--- src/rtl/sar_adc_controller.sv ---
// Successive-approximation ADC control FSM: track/hold, DAC trial codes,
// one bit resolved per step; BUSY stays high through the DONE cycle.
module sar_adc_controller #(
  parameter int N_BITS        = 10,
  parameter int SAMPLE_CYCLES = 4,
  parameter int SETTLE_CYCLES = 1
) (
  input  logic              CLK,
  input  logic              RST,
  input  logic              START,
  input  logic              CMP,
  output logic              SAMPLE,
  output logic [N_BITS-1:0] DAC_CODE,
  output logic              BUSY,
  output logic [N_BITS-1:0] DATA,
  output logic              EOC
);

  localparam int CMAX = (SAMPLE_CYCLES > SETTLE_CYCLES + 1) ?
                        SAMPLE_CYCLES : SETTLE_CYCLES + 1;
  localparam int CW   = $clog2(CMAX + 1);
  localparam int BW   = (N_BITS > 1) ? $clog2(N_BITS) : 1;

  typedef enum logic [1:0] {
    S_IDLE,
    S_SAMPLE,
    S_CONVERT,
    S_DONE
  } state_t;

  state_t            state_q, state_d;
  logic [CW-1:0]     cnt_q, cnt_d;
  logic [BW-1:0]     bit_q, bit_d;
  logic              sample_q, sample_d;
  logic [N_BITS-1:0] dac_q, dac_d;
  logic              busy_q, busy_d;
  logic [N_BITS-1:0] data_q, data_d;
  logic              eoc_q, eoc_d;

  logic [N_BITS-1:0] mask;
  logic [N_BITS-1:0] resolved;

  // Higher bits pass through untouched; current bit takes CMP, next bit is set.
  always_comb begin
    mask     = {{(N_BITS-1){1'b0}}, 1'b1} << bit_q;
    resolved = (dac_q & ~mask)
             | (CMP ? mask : '0)
             | ((bit_q != '0) ? (mask >> 1) : '0);
  end

  always_comb begin
    state_d  = state_q;
    cnt_d    = cnt_q;
    bit_d    = bit_q;
    sample_d = sample_q;
    dac_d    = dac_q;
    busy_d   = busy_q;
    data_d   = data_q;
    eoc_d    = eoc_q;
    unique case (state_q)
      S_IDLE: begin
        busy_d   = 1'b0;
        sample_d = 1'b0;
        eoc_d    = 1'b0;
        dac_d    = '0;
        if (START) begin
          state_d  = S_SAMPLE;
          cnt_d    = CW'(SAMPLE_CYCLES - 1);
          busy_d   = 1'b1;
          sample_d = 1'b1;
        end
      end
      S_SAMPLE: begin
        if (cnt_q == '0) begin
          state_d  = S_CONVERT;
          bit_d    = BW'(N_BITS - 1);
          dac_d    = {1'b1, {(N_BITS-1){1'b0}}};
          sample_d = 1'b0;
          cnt_d    = CW'(SETTLE_CYCLES);
        end else begin
          cnt_d = cnt_q - 1'b1;
        end
      end
      S_CONVERT: begin
        if (cnt_q == '0) begin
          dac_d = resolved;
          if (bit_q == '0) begin
            data_d  = resolved;
            eoc_d   = 1'b1;
            state_d = S_DONE;
          end else begin
            bit_d = bit_q - 1'b1;
            cnt_d = CW'(SETTLE_CYCLES);
          end
        end else begin
          cnt_d = cnt_q - 1'b1;
        end
      end
      S_DONE: begin
        state_d = S_IDLE;
        busy_d  = 1'b0;
        eoc_d   = 1'b0;
        dac_d   = '0;
      end
      default: state_d = S_IDLE;
    endcase
  end

  always_ff @(posedge CLK or posedge RST) begin
    if (RST) begin
      state_q  <= S_IDLE;
      cnt_q    <= '0;
      bit_q    <= '0;
      sample_q <= 1'b0;
      dac_q    <= '0;
      busy_q   <= 1'b0;
      data_q   <= '0;
      eoc_q    <= 1'b0;
    end else begin
      state_q  <= state_d;
      cnt_q    <= cnt_d;
      bit_q    <= bit_d;
      sample_q <= sample_d;
      dac_q    <= dac_d;
      busy_q   <= busy_d;
      data_q   <= data_d;
      eoc_q    <= eoc_d;
    end
  end

  assign SAMPLE   = sample_q;
  assign DAC_CODE = dac_q;
  assign BUSY     = busy_q;
  assign DATA     = data_q;
  assign EOC      = eoc_q;

endmodule

--- config.mk ---
export PLATFORM = sky130hd
export DESIGN_NAME = sar_adc_controller
export DESIGN_NICKNAME = d
export VERILOG_FILES = /design/src/rtl/sar_adc_controller.sv
export SDC_FILE = /design/constraint.sdc
export NUM_CORES = 1
export LEC_CHECK = 0
export BUFFER_PORTS_ARGS = -buffer_cell sky130_fd_sc_hd__buf_4
export CORE_MARGIN = 10
export CORE_UTILIZATION = 61
export CTS_BUF_LIST = sky130_fd_sc_hd__clkbuf_4
export CTS_CLUSTER_DIAMETER = 40
export DETAILED_ROUTE_END_ITERATION = 10
export HOLD_SLACK_MARGIN = 0.06
export PLACE_DENSITY = 0.84
export REMOVE_ABC_BUFFERS = 1
export SETUP_SLACK_MARGIN = 0.3
export SLEW_MARGIN = 5
export SYNTH_ARGS = -nofsm -noshare
export SYNTH_HDL_FRONTEND = slang
export SYNTH_SLANG_ARGS = --single-unit
--- constraint.sdc ---
create_clock -name CLK -period 3.65 [get_ports CLK]
set_clock_uncertainty 0.15 [all_clocks]
set_input_delay 0.5475 -clock CLK [delete_from_list [all_inputs] [get_ports CLK]]
set_output_delay 0.5475 -clock CLK [all_outputs]
set_load 0.02 [all_outputs]
==> metrics.txt <==
status=complete, no violations; multi-input combinational cell area=986 sq um; Critical path origin=state_q[0]; Psw=0.865 mW; worst slack, placed=1170 ps; asr flop ratio synth=100%; WHS=226 ps; DRT Wirelength=4550 microns; Max Freq=396 MHz; Comb power frac=53.1%; fin. max-slew vios=0; most common cell after layout, fill and taps aside=dfrtp_1; FF-to-FF End=DATA[0]; clk sink count=32; CTS Hold Bufs=0; total track usage=17.7%; Sw Share=45.7%; final worst slack=1120 ps; RR Startpoint=state_q[0]; synth-to-layout area growth=13.7%; initial antenna violation count=0; Die Span Y=75.7 microns; Vias=1,614; most frequent cells in the layout=32 x dfrtp_1, 27 x buf_4, 17 x o21ai_0; WL/cell=18.2 microns; PortBufs=26; share of post-route cells with drive strength above 1=21.7%; CP Launch Type=flop; root buffer cell=clkbuf_4; part of the power in registers=about a third; Yosys cell types=47; ANT cells=0; setup violators final=0; vias per cell=about 6.5; FILL cells=around 220; Hold WC Path Type=in2async; vias in the first global route=~1,600; setup slack, reg-to-reg=roughly 1100 ps; Num CTS Buffers=5; unrepaired setup endpoints after global routing=false; I/O pin cnt=27; clock slew seen by the registers of the worst setup and hold paths=100 ps; leakage=0.954 nW; clk buf depth=2; Syn. warnings=0; Max VDD drop=0.503 mV; DRC viols=0; PwrDens=between 800 and 900 mW/mm^2; Die ar.=0.00574 sq mm; Final Hold Violating Endpoints=0; Cell Count, Final, Fillers Out=250; Post-Synthesis Cells=195; Setup Buffers After CTS=0; maxcap violations=0; hpwl dp=roughly 3300 microns; H-Tree Depth=2; EDFF count, synth=0; fin crit period=roughly 2500 ps; row cnt=20; Placed Cells=242; Final nets=231; final RePlAce weighted congestion=0.830; worst skew pair latency=350 ps; power share of the clock group=around 14%; final worst-path cycle share=between 60 and 70%; Pint=around 1.0 mW; total gr overflow=0; Setup crit end=DATA[0]; register area share after synthesis=42.2%; Avg Synthesized Cell Area=between 9 and 10 sq um; CP max FO=14; Worst Tran Pin Value=869 ps; prevailing post-synth register cell=dfrtp_1; Initial Util=between 60% and 70%; Netlist Area Pre-Place=0.00190 sq mm; Req. time, crit path=approximately 3700 ps; CP arrival=2610 ps; worst reg-to-reg path cell count=5; Total Neg Setup Slack=0 ps; WS Path Type=reg2reg; worst rel slew slack=42.0%; TritonRoute pass-1 iters=4; Antenna Violating Nets Remaining=0; die width=75.7 microns; post-synthesis register bit count=32; Initial DRC Count=162; CP Capture Type=flop; first-pass GRT wire length=7670 microns; pin count of the biggest net entering global routing=24; Design Power=1.89 mW; CTS tree=built; Reg area=801 sq um; core area=approximately 0.0030 sq mm; post-cts sizing count=0
==> cell type report <==
cell class / count / share of cell area, %
clock buffers: 6 / 2.09
clock inverters: 2 / 1.63
inverters: 12 / 2.09
multi-input cells: 138 / 45.7
flip-flops and latches: 32 / 37.1
well taps: 33 / 1.92
repair buffers: 27 / 9.40
==> state kept, by name (all words and copies together) (netlist names) <==
signal,count
DAC_CODE,10
DATA,10
bit_q,4
cnt_q,3
state_q,2
BUSY,1
EOC,1
SAMPLE,1
==> through the flow <==
stage	cell area [sq um]	utilization (%)
3_3_place_gp	2080	69.1
2_1_floorplan	1830	-
4_1_cts	2160	71.8
5_1_grt	2160	71.8
6_report	2160	71.8
3_5_place_dp	2080	69.1
==> worst min-delay path by stage <==
stage,slack (ps),endpoint,depth (start not counted),start
finish,230,SAMPLE,2,RST
global route,290,DAC_CODE[8],2,RST
CTS,260,BUSY,2,RST
detailed placement,330,DAC_CODE[0],1,DAC_CODE[0]
global placement,330,BUSY,2,BUSY
floorplan,390,state_q[0],1,state_q[0]
==> cell usage after synthesis (all sizes together) (2+ instances only) <==
library cell / count / area [sq um]
dfrtp: 32 / 801
o21ai: 17 / 85.1
nand2: 15 / 56.3
o31ai: 13 / 97.6
inv: 12 / 45.0
ha: 11 / 138
nor2: 10 / 37.5
a21oi: 7 / 35.0
clkbuf: 7 / 27.5
buf: 6 / 36.3
nor3: 5 / 25.0
a211oi: 4 / 35.0
mux2: 4 / 48.8
nand2b: 4 / 25.0
nor2b: 4 / 25.0
and3: 3 / 18.8
nand4bb: 3 / 33.8
o221ai: 3 / 26.3
o2bb2ai: 3 / 26.3
or2: 3 / 18.8
mux2i: 2 / 20.0
nand3b: 2 / 15.0
nand4: 2 / 12.5
o211ai: 2 / 15.0
o22ai: 2 / 12.5
o311a: 2 / 20.0
or3: 2 / 13.8
==> critical path, cell delays in order (launching register included) <==
cell and delay, ps:
dfrtp_1 450, inv_1 130, ha_1 470, nor4b_4 460
nand2_1 370, mux2_4 390
==> metal layers <==
layer | track usage (%) | vias to the layer above | share of wire, %
li1 | - | 754 | -
met1 | 19.1 | 805 | 40
met2 | 31.2 | 46 | 53
met3 | 5.34 | 9 | 5.5
met4 | 8.04 | 0 | 1.9
met5 | 0 | - | 0
==> power by group through the flow <==
stage          Combinational (mW)  Clock [mW]  Sequential (mW)
5_1_grt                      1.11       0.297            0.635
3_3_place_gp                0.947           0            0.602
6_report                     1.00       0.273            0.614
4_1_cts                      1.00       0.276            0.610
3_5_place_dp                0.992           0            0.617
2_1_floorplan               0.606           0            0.671
==> cell families (layout without fill, tap and decap cells) <==
logic type	after synthesis	after routing	synth area share (%)
adder cells (fa/ha/maj)	11	11	7.26
buffers and inverters	25	47	5.74
AO/OA/AOI/OAI	60	60	21.9
flip-flops	32	32	42.2
AND/OR/NAND/NOR	61	61	19.2
multiplexers	6	6	3.63
Power figures use the tool's default switching activity.
